**src/rtl/fifo_pkg.sv**
```systemverilog
// Shared constants and lane-mask helper for the read-side packer.
// Defaults match the Async_FIFO instantiation.
package fifo_pkg;

   localparam int DEF_DATA_LINES = 8;
   localparam int DEF_PACK       = 4;
   localparam int MAX_PACK       = 64;

   typedef logic [MAX_PACK-1:0] mask_t;

   // Ones in the low 'count' lanes, zeros above.
   function automatic mask_t keep_mask(input int count);
      mask_t m;
      m = '0;
      for (int k = 0; k < MAX_PACK; k++) begin
         if (k < count) m[k] = 1'b1;
      end
      return m;
   endfunction

endpackage

```
**src/rtl/fifo_rd_packer_if.sv**
```systemverilog
// Packed-word valid/ready stream between the packer and
// the downstream datapath.
interface fifo_rd_packer_if #(
   parameter int DATA_LINES = 8,
   parameter int PACK       = 4
);

   logic [PACK*DATA_LINES-1:0] out_data;
   logic [PACK-1:0]            out_keep;
   logic                       out_valid;
   logic                       out_ready;

   modport master (
      output out_data,
      output out_keep,
      output out_valid,
      input  out_ready
   );

   modport slave (
      input  out_data,
      input  out_keep,
      input  out_valid,
      output out_ready
   );

endinterface

```
**src/rtl/pack_out_reg.sv**
```systemverilog
// Single-entry output register holding one packed word
// until the downstream handshake takes it.
module pack_out_reg
   import fifo_pkg::*;
#(
   parameter int DATA_LINES = DEF_DATA_LINES,
   parameter int PACK       = DEF_PACK
) (
   input  logic                       clk,
   input  logic                       rst,
   input  logic                       load,
   input  logic [PACK*DATA_LINES-1:0] load_data,
   input  logic [PACK-1:0]            load_keep,
   output logic                       accept,
   fifo_rd_packer_if.master           os
);

   // Register is free when empty or being drained this edge.
   always_comb begin
      accept = !os.out_valid || os.out_ready;
   end

   // Load a new word, or drop valid once the held word transfers.
   always_ff @(posedge clk) begin
      if (rst) begin
         os.out_valid <= 1'b0;
         os.out_data  <= '0;
         os.out_keep  <= '0;
      end else if (load) begin
         os.out_valid <= 1'b1;
         os.out_data  <= load_data;
         os.out_keep  <= load_keep;
      end else if (os.out_ready) begin
         os.out_valid <= 1'b0;
      end
   end

endmodule

```
**src/rtl/fifo_rd_packer.sv**
```systemverilog
// Pops FIFO entries in the read domain and packs PACK of them,
// little-endian, into one word; flush emits a partial word.
module fifo_rd_packer
   import fifo_pkg::*;
#(
   parameter int  DATA_LINES = DEF_DATA_LINES,
   parameter int  PACK       = DEF_PACK,
   localparam int CNT_W      = $clog2(PACK+1)
) (
   input  logic                  rclk,
   input  logic                  rrst,
   input  logic                  rempty,
   input  logic [DATA_LINES-1:0] rdata,
   output logic                  rinc,
   input  logic                  flush,
   output logic [CNT_W-1:0]      fill_cnt,
   fifo_rd_packer_if.master      os
);

   typedef logic [PACK-1:0][DATA_LINES-1:0] lanes_t;

   lanes_t                     lanes;
   lanes_t                     lanes_cap;
   logic [CNT_W-1:0]           cnt;
   logic [CNT_W-1:0]           cnt_cap;
   logic                       flush_pend;
   logic                       flush_pend_n;
   logic                       accept;
   logic                       full;
   logic                       fl;
   logic                       load;
   logic [PACK*DATA_LINES-1:0] load_data;
   logic [PACK-1:0]            load_keep;

   assign fill_cnt = cnt;

   // Pop unless the word would complete with nowhere to go.
   always_comb begin
      rinc = !rempty && !rrst &&
             (cnt < CNT_W'(PACK-1) || accept);
   end

   // Lane capture and word/flush emission decision.
   always_comb begin
      lanes_cap = lanes;
      cnt_cap   = cnt;
      if (rinc) begin
         for (int k = 0; k < PACK; k++) begin
            if (cnt == CNT_W'(k)) lanes_cap[k] = rdata;
         end
         cnt_cap = cnt + 1'b1;
      end
      full         = rinc && (cnt == CNT_W'(PACK-1));
      fl           = flush || flush_pend;
      load         = full || (fl && accept && cnt_cap != '0);
      load_data    = lanes_cap;
      load_keep    = PACK'(keep_mask(int'(cnt_cap)));
      flush_pend_n = fl && !load && cnt_cap != '0;
   end

   // Pack buffer, lane counter and pending flush; cleared
   // lanes keep unused output lanes at zero.
   always_ff @(posedge rclk) begin
      if (rrst) begin
         lanes      <= '0;
         cnt        <= '0;
         flush_pend <= 1'b0;
      end else begin
         if (load) begin
            lanes <= '0;
            cnt   <= '0;
         end else begin
            lanes <= lanes_cap;
            cnt   <= cnt_cap;
         end
         flush_pend <= flush_pend_n;
      end
   end

   pack_out_reg #(
      .DATA_LINES(DATA_LINES),
      .PACK      (PACK)
   ) u_out (
      .clk      (rclk),
      .rst      (rrst),
      .load     (load),
      .load_data(load_data),
      .load_keep(load_keep),
      .accept   (accept),
      .os       (os)
   );

endmodule

```
**src/flat_wrapper.sv**
```systemverilog
// flat-port wrapper written by rule: the top's interface ports become plain ports
module fifo_rd_packer_flat import fifo_pkg::*;
#(
   parameter int  DATA_LINES = DEF_DATA_LINES,
   parameter int  PACK       = DEF_PACK,
   localparam int CNT_W      = $clog2(PACK+1)
)
  (rclk, rrst, rempty, rdata, rinc, flush, fill_cnt, os_out_data, os_out_keep, os_out_valid, os_out_ready);
  fifo_rd_packer_if #(.DATA_LINES(DATA_LINES), .PACK(PACK)) os_i ();
  input  logic rclk;
  input  logic rrst;
  input  logic rempty;
  input  logic [DATA_LINES-1:0] rdata;
  output logic rinc;
  input  logic flush;
  output logic [CNT_W-1:0] fill_cnt;
  output wire logic [$bits(os_i.out_data)-1:0] os_out_data;
  output wire logic [$bits(os_i.out_keep)-1:0] os_out_keep;
  output wire logic [$bits(os_i.out_valid)-1:0] os_out_valid;
  input wire logic [$bits(os_i.out_ready)-1:0] os_out_ready;
  assign os_out_data = os_i.out_data;
  assign os_out_keep = os_i.out_keep;
  assign os_out_valid = os_i.out_valid;
  assign os_i.out_ready = os_out_ready;
  fifo_rd_packer #(.DATA_LINES(DATA_LINES), .PACK(PACK)) u_core (.rclk(rclk), .rrst(rrst), .rempty(rempty), .rdata(rdata), .rinc(rinc), .flush(flush), .fill_cnt(fill_cnt), .os(os_i));
endmodule
```
**config.mk**
```make
export PLATFORM = sky130hd
export DESIGN_NAME = fifo_rd_packer_flat
export DESIGN_NICKNAME = d
export VERILOG_FILES = /design/src/rtl/fifo_pkg.sv /design/src/rtl/fifo_rd_packer_if.sv /design/src/rtl/pack_out_reg.sv /design/src/rtl/fifo_rd_packer.sv /design/src/flat_wrapper.sv
export SDC_FILE = /design/constraint.sdc
export NUM_CORES = 1
export LEC_CHECK = 0
export ABC_AREA = 0
export CAP_MARGIN = 10
export CORE_MARGIN = 5
export CORE_UTILIZATION = 30
export CTS_CLUSTER_DIAMETER = 120
export CTS_CLUSTER_SIZE = 25
export DETAILED_ROUTE_END_ITERATION = 7
export GPL_TIMING_DRIVEN = 0
export PLACE_DENSITY = 0.63
export SYNTH_ARGS = -nofsm -noshare
export SYNTH_HDL_FRONTEND = slang
export SYNTH_SLANG_ARGS = --single-unit
```
**constraint.sdc**
```tcl
create_clock -name rclk -period 2.6 [get_ports rclk]
set_input_delay 0.52 -clock rclk [delete_from_list [all_inputs] [get_ports rclk]]
set_output_delay 0.52 -clock rclk [all_outputs]
set_load 0.005 [all_outputs]
```
# --- Word-level counts from Yosys, hierarchy flattened ---
# Cells that the tools add are included.
totals:
  register_bits: 73
  latchBits: 0
  mem_bits_rw: 0
  rom_bits: 0
  input_bits: 13
  out_inout_bits: 41
  wordCells: 49
  memories: 0
classes:
  add_sub_neg: 1
  multipliers: 0
  n_div: 0
  n_lt_le_gt_ge: 5
  eq_ne: 3
  shifts: 0
  muxes: 12
  bitwise_logic: 0
  reduce_logical: 19
op_table:
  columns: ["operator", "n"]
  rows:
  - ["$mux 32", 1]
  - ["$mux 8", 4]
  - ["$logic_and 1x1->1", 7]
  - ["$eq 3x2->1 const B", 2]
  - ["$lt 1x3->1 const A", 2]
  - ["$lt 2x3->1 const A", 2]
  - ["$mux 1", 6]
  - ["$logic_not 1->1", 4]
  - ["$logic_or 1x1->1", 4]
  - ["$add 3x1->3 const B", 1]
  - ["$eq 3x1->1 const B", 1]
  - ["$logic_not 3->1", 1]
  - ["$lt 3x2->1 const B", 1]
  - ["$mux 3", 1]
  - ["$reduce_bool 3->1", 1]
  - ["$reduce_bool 2->1", 1]
  - ["$reduce_or 2->1", 1]

# --- Longest topological paths before layout ---
# Gate-level depths: netlist of run 1.
logic_depth:
  word_depth: 11
  depth_mapped: 9

# --- Hierarchy ---
# From an unflattened synthesis of run 1, not the netlist that was laid out.
hier_totals:
  hier_cells: 265
  area_unflattened_um2: 3017.9
by_module_without_submodules:
  columns: ["mod", "n_inst", "cells_each", "area_per_inst_um2", "seq_area_each_um2"]
  rows:
  - ["fifo_rd_packer", 1, 145, 1676.6, 720.7]
  - ["pack_out_reg", 1, 120, 1341.3, 740.7]

# --- Worst setup path before layout of run 1 ---
# OpenSTA, ideal clock, no wires.
synth_timing:
  path_type: "register to register"
  start: "reg u_core.cnt[0], in the netlist u_core.fill_cnt[0]"
  end: "reg u_core.lanes[24] (netlist name)"
  setup_ps: 65
  arrival_ps: 2032
  required_time_ps: 2535
  setup_slack_ps: 503
  stages_incl_launch_ff: 10
  path_buffers: 3
  synth_period_minus_slack_ps: 2097
  cell_sequence: "dfxtp_1 -> buf_2 -> inv_1 -> ha_1 -> nor3b_1 -> nor4_1 -> or3_1 -> buf_2 -> buf_2 -> nor2_1"
synth_via:
  elab_chain_cells: 8
  word_cells_on_any_way: 13
synth_lines:
  columns: ["item", "line", "source"]
  rows:
  - ["from (decl)", "fifo_rd_packer.sv:24", "logic [CNT_W-1:0] cnt;"]
  - ["from (signal assigned)", "fifo_rd_packer.sv:74", "cnt <= cnt_cap;"]
  - ["$lt 3x2->1", "fifo_rd_packer.sv:40", "(cnt < CNT_W'(PACK-1) || accept);"]
  - ["$logic_or 1x1->1", "fifo_rd_packer.sv:40", null]
  - ["$logic_and 1x1->1", "fifo_rd_packer.sv:39", "rinc = !rempty && !rrst &&"]
  - ["$mux 3", "fifo_rd_packer.sv:47", "if (rinc) begin"]
  - ["$reduce_bool 3->1", "fifo_rd_packer.sv:55", "load = full || (fl && accept && cnt_cap != '0);"]
  - ["$logic_and 1x1->1", "fifo_rd_packer.sv:55", null]
  - ["$logic_or 1x1->1", "fifo_rd_packer.sv:55", null]
  - ["$reduce_or 2->1 (no source line)", null, null]
  - ["to (signal assigned)", "fifo_rd_packer.sv:73", "lanes <= lanes_cap;"]
  - ["to (decl)", "fifo_rd_packer.sv:22", "lanes_t lanes;"]
# Parallel ways exist; a longest one is shown, timed or not.
# A chain may end at the register's enable or synchronous reset.

# --- Final worst setup path of run 1 ---
layout_timing:
  start: "in os_out_ready"
  end: "out rinc"
layout_via:
  elab_chain_cells: 3
layout_lines:
  columns: ["item", "line", "source"]
  rows:
  - ["from (decl)", "flat_wrapper.sv:20", "input wire logic [$bits(os_i.out_ready)-1:0] os_out_ready;"]
  - ["$logic_or 1x1->1", "pack_out_reg.sv:20", "accept = !os.out_valid || os.out_ready;"]
  - ["$logic_or 1x1->1", "fifo_rd_packer.sv:40", null]
  - ["$logic_and 1x1->1", "fifo_rd_packer.sv:39", null]
  - ["to (decl)", "flat_wrapper.sv:14", "output logic rinc;"]
# No other way between the ends.

==> results of run 1 <==
## metrics by stage
step	utilization [%]	setup slack, ns	std cells	setup TNS, ns
after floorplan	-	0.503	278	0
after global placement	38.5	0.00790	460	0
after detailed placement	38.5	-0.0274	460	-0.0274
after CTS	41.1	0.0535	476	0
after global routing	41.2	0.0215	476	0
final	41.2	0.0796	476	0
## final timing paths
check	startpoint	end	slack (ns)	depth (start not counted)
worst max-delay path	os_out_ready	rinc	0.08	6
worst min-delay path	u_core.u_out.os.out_keep[1]$_SDFFE_PP0P_	u_core.u_out.os.out_keep[1]$_SDFFE_PP0P_	0.49	2
worst max register to register	u_core.fill_cnt[0]$_SDFF_PP0_	u_core.u_out.os.out_data[2]$_SDFFE_PP0P_	0.19	9
worst min register to register	u_core.u_out.os.out_keep[1]$_SDFFE_PP0P_	u_core.u_out.os.out_keep[1]$_SDFFE_PP0P_	0.49	2
## power by group through the flow
stage	combinational [mW]	sequential (mW)	clock (mW)
2_1_floorplan	0.179	1.22	0
3_3_place_gp	0.342	1.23	0
3_5_place_dp	0.347	1.23	0
4_1_cts	0.349	1.20	1.09
5_1_grt	0.375	1.21	1.15
6_report	0.344	1.20	1.07
## sequential cells by signal, summed over array words and instances, names as in the netlist
signal	count
u_core.u_out.os.out_data	32
u_core.lanes	32
u_core.fill_cnt	3
u_core.u_out.os.out_keep	4
u_core.u_out.os.out_valid	1
u_core.flush_pend	1
## tightest hold or removal path, cell delays in order, from the launching register on
cell,delay [ns]
dfxtp_1,0.32
nand2b_1,0.06
a21oi_1,0.06
## cell usage in the layout (no fill, tap or decap), drive strengths merged, types with 2 or more instances in the layout
| master | Yosys | routed |
|---|---|---|
| clkbuf | 4 | 15 |
| clkdlybuf4s50 | 0 | 53 |
| or3 | 3 | 3 |
| nand2b | 3 | 3 |
| a211oi | 33 | 33 |
| buf | 14 | 14 |
| inv | 5 | 5 |
| mux2i | 33 | 33 |
| bufinv | 0 | 3 |
| a21oi | 4 | 4 |
| dfxtp | 73 | 73 |
| o21ai | 3 | 3 |
| nor2 | 72 | 72 |
| a31oi | 3 | 3 |
| a311oi | 2 | 2 |
| nand2 | 5 | 5 |
| ha | 5 | 5 |
## cell type report
class | count | area (um2)
Clock inverter | 5 | 103
Multi-Input combinational cell | 182 | 1290
Fill cell | 946 | 5460
Clock buffer | 11 | 141
Inverter | 5 | 18.8
Buffer | 18 | 115
Timing Repair Buffer | 53 | 531
Tap cell | 129 | 161
Sequential cell | 73 | 1460
## cell families after synthesis
group	count (synthesis)	share of synthesized area [%]
DFF	73	50.8
buffers and inverters	23	4.65
muxes	33	11.5
AOI/OAI and AO/OA	50	16.6
adders and majority gates	5	2.17
and+or+nand+nor	94	14.3
## layer usage
| layer | global-route usage [%] | vias up | wire (um) |
|---|---|---|---|
| met4 | 3.52 | 0 | 29 |
| met5 | 0 | - | 0 |
| met3 | 4.06 | 4 | 376 |
| li1 | - | 1096 | - |
| met2 | 20.2 | 45 | 3270 |
| met1 | 16.1 | 1045 | 3410 |
==> out/qor.txt, run 1 <==
Slew HR -> 53.7%
delay-heaviest family, CP -> buffers and inverters
Critical Path Slowest Stage Cell -> clkdlybuf4s50_1
Final Total Pwr -> 2.62 mW
synth top area cells -> dfxtp_1 51%, mux2i_1 11%, nor2_1 9.4%
DRC -> 0
Power Density -> 684 nW/um2
fin. max-slew vios -> 0
worst path arrival time -> 2.00 ns
Max Freq -> 397 MHz
DP Area -> 3570 um2
# H-tree levels -> 3
Worst Tran Pin Value -> 0.695 ns
starting density of the core -> 31.0%
Post-synth EDFFs -> 0
Die ar. -> 11700 um2
critical path buffer and inverter count -> 3
Final ANT Viol Nets -> 0
ys async rst share -> 0%
ANT cells -> 0
status -> finished clean
cell mode on critical path -> clkdlybuf4s50_1
#FFs+latches synth -> 73
Net Sw Frac -> 23.3%
register area share after synthesis -> 50.8%
DR vias -> 2190
Skew-Pair Late Insertion Delay -> 0.34 ns
Mapped Area -> 2880 um2
count leader, synth -> dfxtp_1
share of cells above drive strength 1 -> 16.4%
Yosys top cell by area -> dfxtp_1
Crit Path Category -> input pin to output port
Hold Path Class -> flop to flop
Area growth, synth to finish -> 32.8%
vias in the first global route -> 2234
Max-cap violations -> 0
Final #Nets -> 360
initial drt markers -> 118
most used flip-flop cell after synthesis -> dfxtp_1
Startpoint Class -> input pin
PortBufs -> 53
# IOs -> 54
crit-path cells -> clkdlybuf4s50_1 -> and2b_4 -> nand2b_1 -> nand2_2 -> inv_1 -> clkdlybuf4s50_1
post-route design area -> 3820 um2
Cell variety after synth -> 37
post-synth top area share -> 50.8%
drt via density -> 4.60
Comb pwr share -> 13.2%
core area -> 9280 um2
Cells after Synth -> 278
clock power share -> 41.0%
hold slack -> 0.487 ns
final hold violations -> 0
Avg Synthesized Cell Area -> 10.4 um2
switching pwr -> 0.610 mW
Post-synth top cells -> 73 x dfxtp_1, 72 x nor2_1, 33 x mux2i_1, 17 x a211oi_1, 16 x a211oi_2
fin crit share -> 96.9%
P_int -> 2.01 mW
GR Overflow Total -> 0
clock buffer depth -> 2
minimum clock period -> 2.52 ns
clk_skew -> 0.00808 ns
dpl hpwl -> 5080 um
Crit Path Max Fanout -> 8
CP required -> 2.08 ns
Reg clk slew, reported paths -> 0.07 ns
drt total wl -> 7080 um
VDD IR max -> 0.294 mV
Std-Cell Rows -> 35
clock root cell -> clkbuf_8
post-CTS setup buffers -> 0
initial antenna violation count -> 0
die width -> 108 um
syn nets -> 296
first-pass GRT wire length -> 11200 um
unrepaired setup endpoints after global routing -> no
Finish-stage setup viols -> 0
GRT Util Overall -> 12.5%
WL per Instance -> 14.9 um
Static Leak -> 1.53 nW
slowest cell delay on critical path -> 0.49 ns
GPL Wtd Cong -> 0.797
cts hold-fix bufs -> 0
post_cts resized -> 1
Num CTS Buffers -> 9
register share of total power -> 45.9%
CTS tree -> done
Die Ht -> 108 um
largest net degree at the start of global routing -> 13
Worst Setup End Kind -> output port
Clock Sinks -> 73
DRT Pass-1 Iters -> 4
yosys warns -> 0
(Power assumes the default switching activity.)
==> inputs of run 2 (changes only) <==
Settings changed: PLACE_DENSITY 0.63 to 0.65.
Clock period 2.6 ns to 2.28 ns, I/O delays scaled along.
==> out/qor.txt, run 2 (synthesized netlist as in run 1, its figures left out) <==
dpl hpwl -> 5080 um
Power Density -> 744 nW/um2
Final ANT Viol Nets -> 0
Fin Setup TNS -> 0 ns
starting density of the core -> 31.0%
initial antenna violation count -> 0
hold slack -> 0.483 ns
worst path arrival time -> 2.49 ns
drt via density -> 4.72
Crit Path Max Fanout -> 8
unrepaired setup endpoints after global routing -> yes
FF-to-FF path depth -> 8
CP required -> 2.54 ns
clock buffer depth -> 2
Reg clk slew, reported paths -> 0.08 ns
PortBufs -> 53
GRT Util Overall -> 13.0%
Std-Cell Rows -> 35
Num CTS Buffers -> 9
die width -> 108 um
Max-cap violations -> 0
# H-tree levels -> 3
final hold violations -> 0
Skew-Pair Late Insertion Delay -> 0.35 ns
fin. max-slew vios -> 0
GPL Wtd Cong -> 0.800
GR Overflow Total -> 0
first-pass GRT wire length -> 11600 um
WL per Instance -> 15.3 um
VDD IR max -> 0.251 mV
status -> finished clean
Max Freq -> 449 MHz
Startpoint Class -> input pin
CTS tree -> done
initial drt markers -> 147
Static Leak -> 1.59 nW
Area growth, synth to finish -> 36.9%
share of cells above drive strength 1 -> 20.6%
Worst Setup End Kind -> flop
Crit Path Category -> input pin to flop
post-placement worst setup slack -> -0.230 ns
setup ws final -> 0.0507 ns
DRC -> 0
ANT cells -> 0
clock root cell -> clkbuf_8
Final Total Pwr -> 2.93 mW
DR vias -> 2280
Slew HR -> 54.8%
hold path cells -> 2
Final #Nets -> 367
Hold Path Class -> flop to flop
fin crit share -> 97.8%
core area -> 9280 um2
Die ar. -> 11700 um2
Clock Sinks -> 73
vias in the first global route -> 2325
largest net degree at the start of global routing -> 13
most frequent cells in the layout -> 71 x nor2_1, 71 x dfxtp_1, 52 x clkdlybuf4s50_1, 32 x mux2i_1, 17 x a211oi_2
DRT Pass-1 Iters -> 4
biggest regs -> u_core.lanes: 32 flops, u_core.u_out.os.out_data: 32 flops, u_core.u_out.os.out_keep: 4 flops
Worst Tran Pin Value -> 0.678 ns
# IOs -> 54
cts hold-fix bufs -> 0
Finish-stage setup viols -> 0
minimum clock period -> 2.23 ns
Die Ht -> 108 um
drt total wl -> 7370 um
clk_skew -> 0.00838 ns
-- run 2: through the flow --
stage	cells	instance area, um2	utilization [%]
final	483	3940	42.5
after global routing	483	3940	42.5
after CTS	478	3850	41.5
after detailed placement	460	3570	38.5
after global placement	460	3570	38.5
after floorplan	278	2880	-
-- run 2: what timing repair did --
action,4_1_cts,5_1_grt
endpoints found under the setup margin,68,64
pin swaps,1,4
endpoints found under the hold margin,0,0
setup buffers,1,3
gates cloned,1,2
gates resized for setup,9,11
-- run 2: routing by layer --
layer / global-route usage (%) / part of all wire [%] / up-vias
li1: - / - / 1117
met1: 15.9 / 45 / 1086
met3: 4.36 / 6.3 / 19
met5: 0 / 0 / -
met2: 20.6 / 46 / 58
met4: 6.22 / 2.8 / 0
-- run 2: power breakdown --
part,internal [mW],switching (mW)
sequential,1.33,0.0348
combinational,0.216,0.206
clock,0.672,0.469
-- run 2: area by class of cell --
| class | count | area [um2] |
|---|---|---|
| fillers | 923 | 5340 |
| flip-flops and latches | 73 | 1460 |
| multi-input cells | 183 | 1360 |
| repair buffers | 59 | 588 |
| well taps | 129 | 161 |
| clock buffers | 11 | 151 |
| plain buffers | 18 | 124 |
| clock inverters | 5 | 77.6 |
| inverters | 5 | 18.8 |
-- run 2: critical path, stage by stage --
cell             delay (ns)
clkdlybuf4s50_1        0.51
or2_2                  0.42
a311oi_4               0.37
nand2_2                0.27
mux2i_1                0.20
a211oi_1               0.26
-- run 2: worst paths after layout --
| path | end | slack (ns) | startpoint |
|---|---|---|---|
| max reg2reg | u_core.lanes[28]$_SDFF_PP0_ | 0.16 | u_core.fill_cnt[1]$_SDFF_PP0_ |
| min | u_core.u_out.os.out_keep[1]$_SDFFE_PP0P_ | 0.48 | u_core.u_out.os.out_keep[1]$_SDFFE_PP0P_ |
| max | u_core.u_out.os.out_data[4]$_SDFFE_PP0P_ | 0.05 | rempty |
| min reg2reg | u_core.u_out.os.out_keep[1]$_SDFFE_PP0P_ | 0.48 | u_core.u_out.os.out_keep[1]$_SDFFE_PP0P_ |
==> inputs of run 3 (changes only) <==
Settings changed: ABC_AREA 0 to 1, PLACE_DENSITY 0.65 to 0.64.
==> out/qor.txt, run 3 <==
status -> finished clean
minimum clock period -> 2.19 ns
DR vias -> 3022
ys async rst share -> 0%
Avg Synthesized Cell Area -> 6.73 um2
Startpoint Class -> input pin
CP startpoint -> os_out_ready
Slew HR -> 64.7%
# H-tree levels -> 3
Final ANT Viol Nets -> 0
fin. max-slew vios -> 0
Reg clk slew, reported paths -> 0.08 ns
share of cells above drive strength 1 -> 9.11%
Static Leak -> 1.80 nW
register area -> 1460 um2
Yosys top cell by area -> dfxtp_1
DRC -> 0
synth top area cells -> dfxtp_1 44%, inv_1 13%, nand2_1 8.9%
CP required -> 1.82 ns
Num CTS Buffers -> 9
crit path capture -> rinc
Power Density -> 746 nW/um2
worst path arrival time -> 1.74 ns
clock buffer depth -> 2
Cells after Synth -> 490
Max-cap violations -> 0
crit-path cells -> clkdlybuf4s50_1 -> nor2_4 -> nand2_4 -> nand2_4 -> inv_1 -> clkdlybuf4s50_1
most common cell after layout, fill and taps aside -> inv_1
# IOs -> 54
Die ar. -> 13200 um2
Fin Setup TNS -> 0 ns
delay-heaviest family, CP -> buffers and inverters
DRT Pass-1 Iters -> 4
#FFs+latches synth -> 73
Worst Setup End Kind -> output port
Filler cells -> 1132
drt via density -> 4.32
Clock Sinks -> 73
Area growth, synth to finish -> 29.8%
critical path buffer and inverter count -> 3
fin crit share -> 96.2%
PortBufs -> 53
Worst R2R Setup Slack -> 0.21 ns
initial drt markers -> 132
final core utilization -> 39.7%
dpl hpwl -> 6190 um
Post-synth EDFFs -> 0
Mapped Area -> 3300 um2
most used flip-flop cell after synthesis -> dfxtp_1
most frequent cells in the layout -> 113 x inv_1, 77 x nand2_1, 75 x nor2_1, 73 x dfxtp_1, 52 x clkdlybuf4s50_1
post-synth top area share -> 44.3%
Critical Path Slowest Stage Cell -> clkdlybuf4s50_1
die width -> 115 um
Post-synth top cells -> 113 x inv_1, 78 x nand2_1, 78 x nor2_1, 73 x dfxtp_1, 39 x nand3_1
DP Area -> 4000 um2
worst reg2reg path startpoint -> u_core.fill_cnt[0]$_SDFF_PP0_
syn nets -> 508
clock root cell -> clkbuf_8
vias in the first global route -> 2948
slowest cell delay on critical path -> 0.50 ns
Multi-input gate area -> 1300 um2
register area share after synthesis -> 44.3%
Finish-stage setup viols -> 0
Hold Path Class -> input pin to flop
GR Overflow Total -> 0
Die Ht -> 115 um
Crit Path Max Fanout -> 8
GRT Util Overall -> 13.3%
FF-to-FF path depth -> 9
FF-to-FF End -> u_core.u_out.os.out_data[7]$_SDFFE_PP0P_
Cell variety after synth -> 19
Max Freq -> 456 MHz
unrepaired setup endpoints after global routing -> no
cts hold-fix bufs -> 0
CTS tree -> done
count leader, synth -> inv_1
biggest regs -> u_core.lanes: 32 flops, u_core.u_out.os.out_data: 32 flops, u_core.u_out.os.out_keep: 4 flops
starting density of the core -> 30.6%
yosys warns -> 0
Final #Nets -> 573
final hold violations -> 0
GPL Wtd Cong -> 0.796
initial antenna violation count -> 0
Crit Path Category -> input pin to output port
VDD IR max -> 0.324 mV
clk_skew -> 0.00868 ns
largest net degree at the start of global routing -> 13
post-route design area -> 4280 um2
core area -> 10800 um2
Crit path depth -> 6
first-pass GRT wire length -> 13900 um
Std-Cell Rows -> 38
ANT cells -> 0
Worst Tran Pin Value -> 0.527 ns
WL per Instance -> 12.1 um
Skew-Pair Late Insertion Delay -> 0.35 ns
drt total wl -> 8480 um
## run 3: cell types whose count changed in the layout (fill, tap and decap cells not counted), moves of 4 or more
cell	delta
buf_2	+5
o21ai_0	+32
a211oi_1	-16
a21oi_1	+32
a211oi_2	-17
nand2_1	+76
mux2i_1	-32
nor2_1	+4
nand3_1	+37
inv_1	+108
## run 3: how the worst min path moves through the flow
stage                     slack [ns]  depth (start not counted)                    startpoint                                  endpoint
after floorplan                 0.49                          2  u_core.flush_pend$_SDFF_PP0_              u_core.flush_pend$_SDFF_PP0_
after detailed placement        0.52                          2  u_core.flush_pend$_SDFF_PP0_              u_core.flush_pend$_SDFF_PP0_
after global routing            0.54                          4                          rrst  u_core.u_out.os.out_keep[0]$_SDFFE_PP0P_
after global placement          0.51                          2  u_core.flush_pend$_SDFF_PP0_              u_core.flush_pend$_SDFF_PP0_
final                           0.52                          4                          rrst  u_core.u_out.os.out_keep[0]$_SDFFE_PP0P_
after CTS                       0.54                          2  u_core.flush_pend$_SDFF_PP0_              u_core.flush_pend$_SDFF_PP0_
## run 3: repair_timing
action / 4_1_cts / 5_1_grt
pin swaps: 1 / 2
buffers inserted: 0 / 1
setup endpoints to repair: 74 / 68
endpoints found under the hold margin: 0 / 0
gates resized for setup: 6 / 8
## run 3: cells by family after synthesis
| kind of cell | Yosys count | synth area share, % |
|---|---|---|
| simple gates | 204 | 25.6 |
| buf+inv | 139 | 17.7 |
| flops | 73 | 44.3 |
| compound gates | 69 | 10.5 |
| fa+ha+maj | 5 | 1.90 |
## run 3: worst reg2reg max path, cell delays in order (launching register included)
cell and delay, ns:
dfxtp_1 0.45, ha_1 0.20, ha_1 0.13, inv_1 0.04, nor2_2 0.31, inv_1 0.12, buf_2 0.23, buf_2 0.22
a21oi_1 0.19, nor2_1 0.07
## run 3: cell type report
cell class | count | share of cell area [%]
clock inverters | 4 | 1.17
multi-input cells | 278 | 30.4
well taps | 140 | 4.09
inverters | 114 | 10.0
flip-flops and latches | 73 | 34.1
repair buffers | 54 | 12.6
clock buffers | 12 | 3.86
plain buffers | 25 | 3.68
## run 3: where the power goes
group / switching [mW] / leakage, nW / total [mW] / internal, mW
Sequential: 0.0534 / 0.596 / 1.43 / 1.38
Clock: 0.492 / 0.105 / 1.09 / 0.593
Combinational: 0.353 / 1.10 / 0.677 / 0.324
## run 3: stage by stage
step	power [mW]	setup slack [ns]	hold WS, ns	std cells
after global routing	3.39	0.000701	0.542	700
after global placement	2.12	-0.561	0.506	683
final	3.19	0.0871	0.516	700
after CTS	3.21	0.00732	0.539	699
after detailed placement	2.13	-0.603	0.520	683
after floorplan	1.81	0.397	0.490	490
## run 3: per-layer routing
layer | global-route usage, % | up-vias | part of all wire (%)
met5 | 0 | - | 0
met4 | 4.62 | 0 | 1.4
met3 | 2.89 | 11 | 5.4
met2 | 23.0 | 60 | 48
met1 | 16.3 | 1359 | 45
li1 | - | 1592 | -
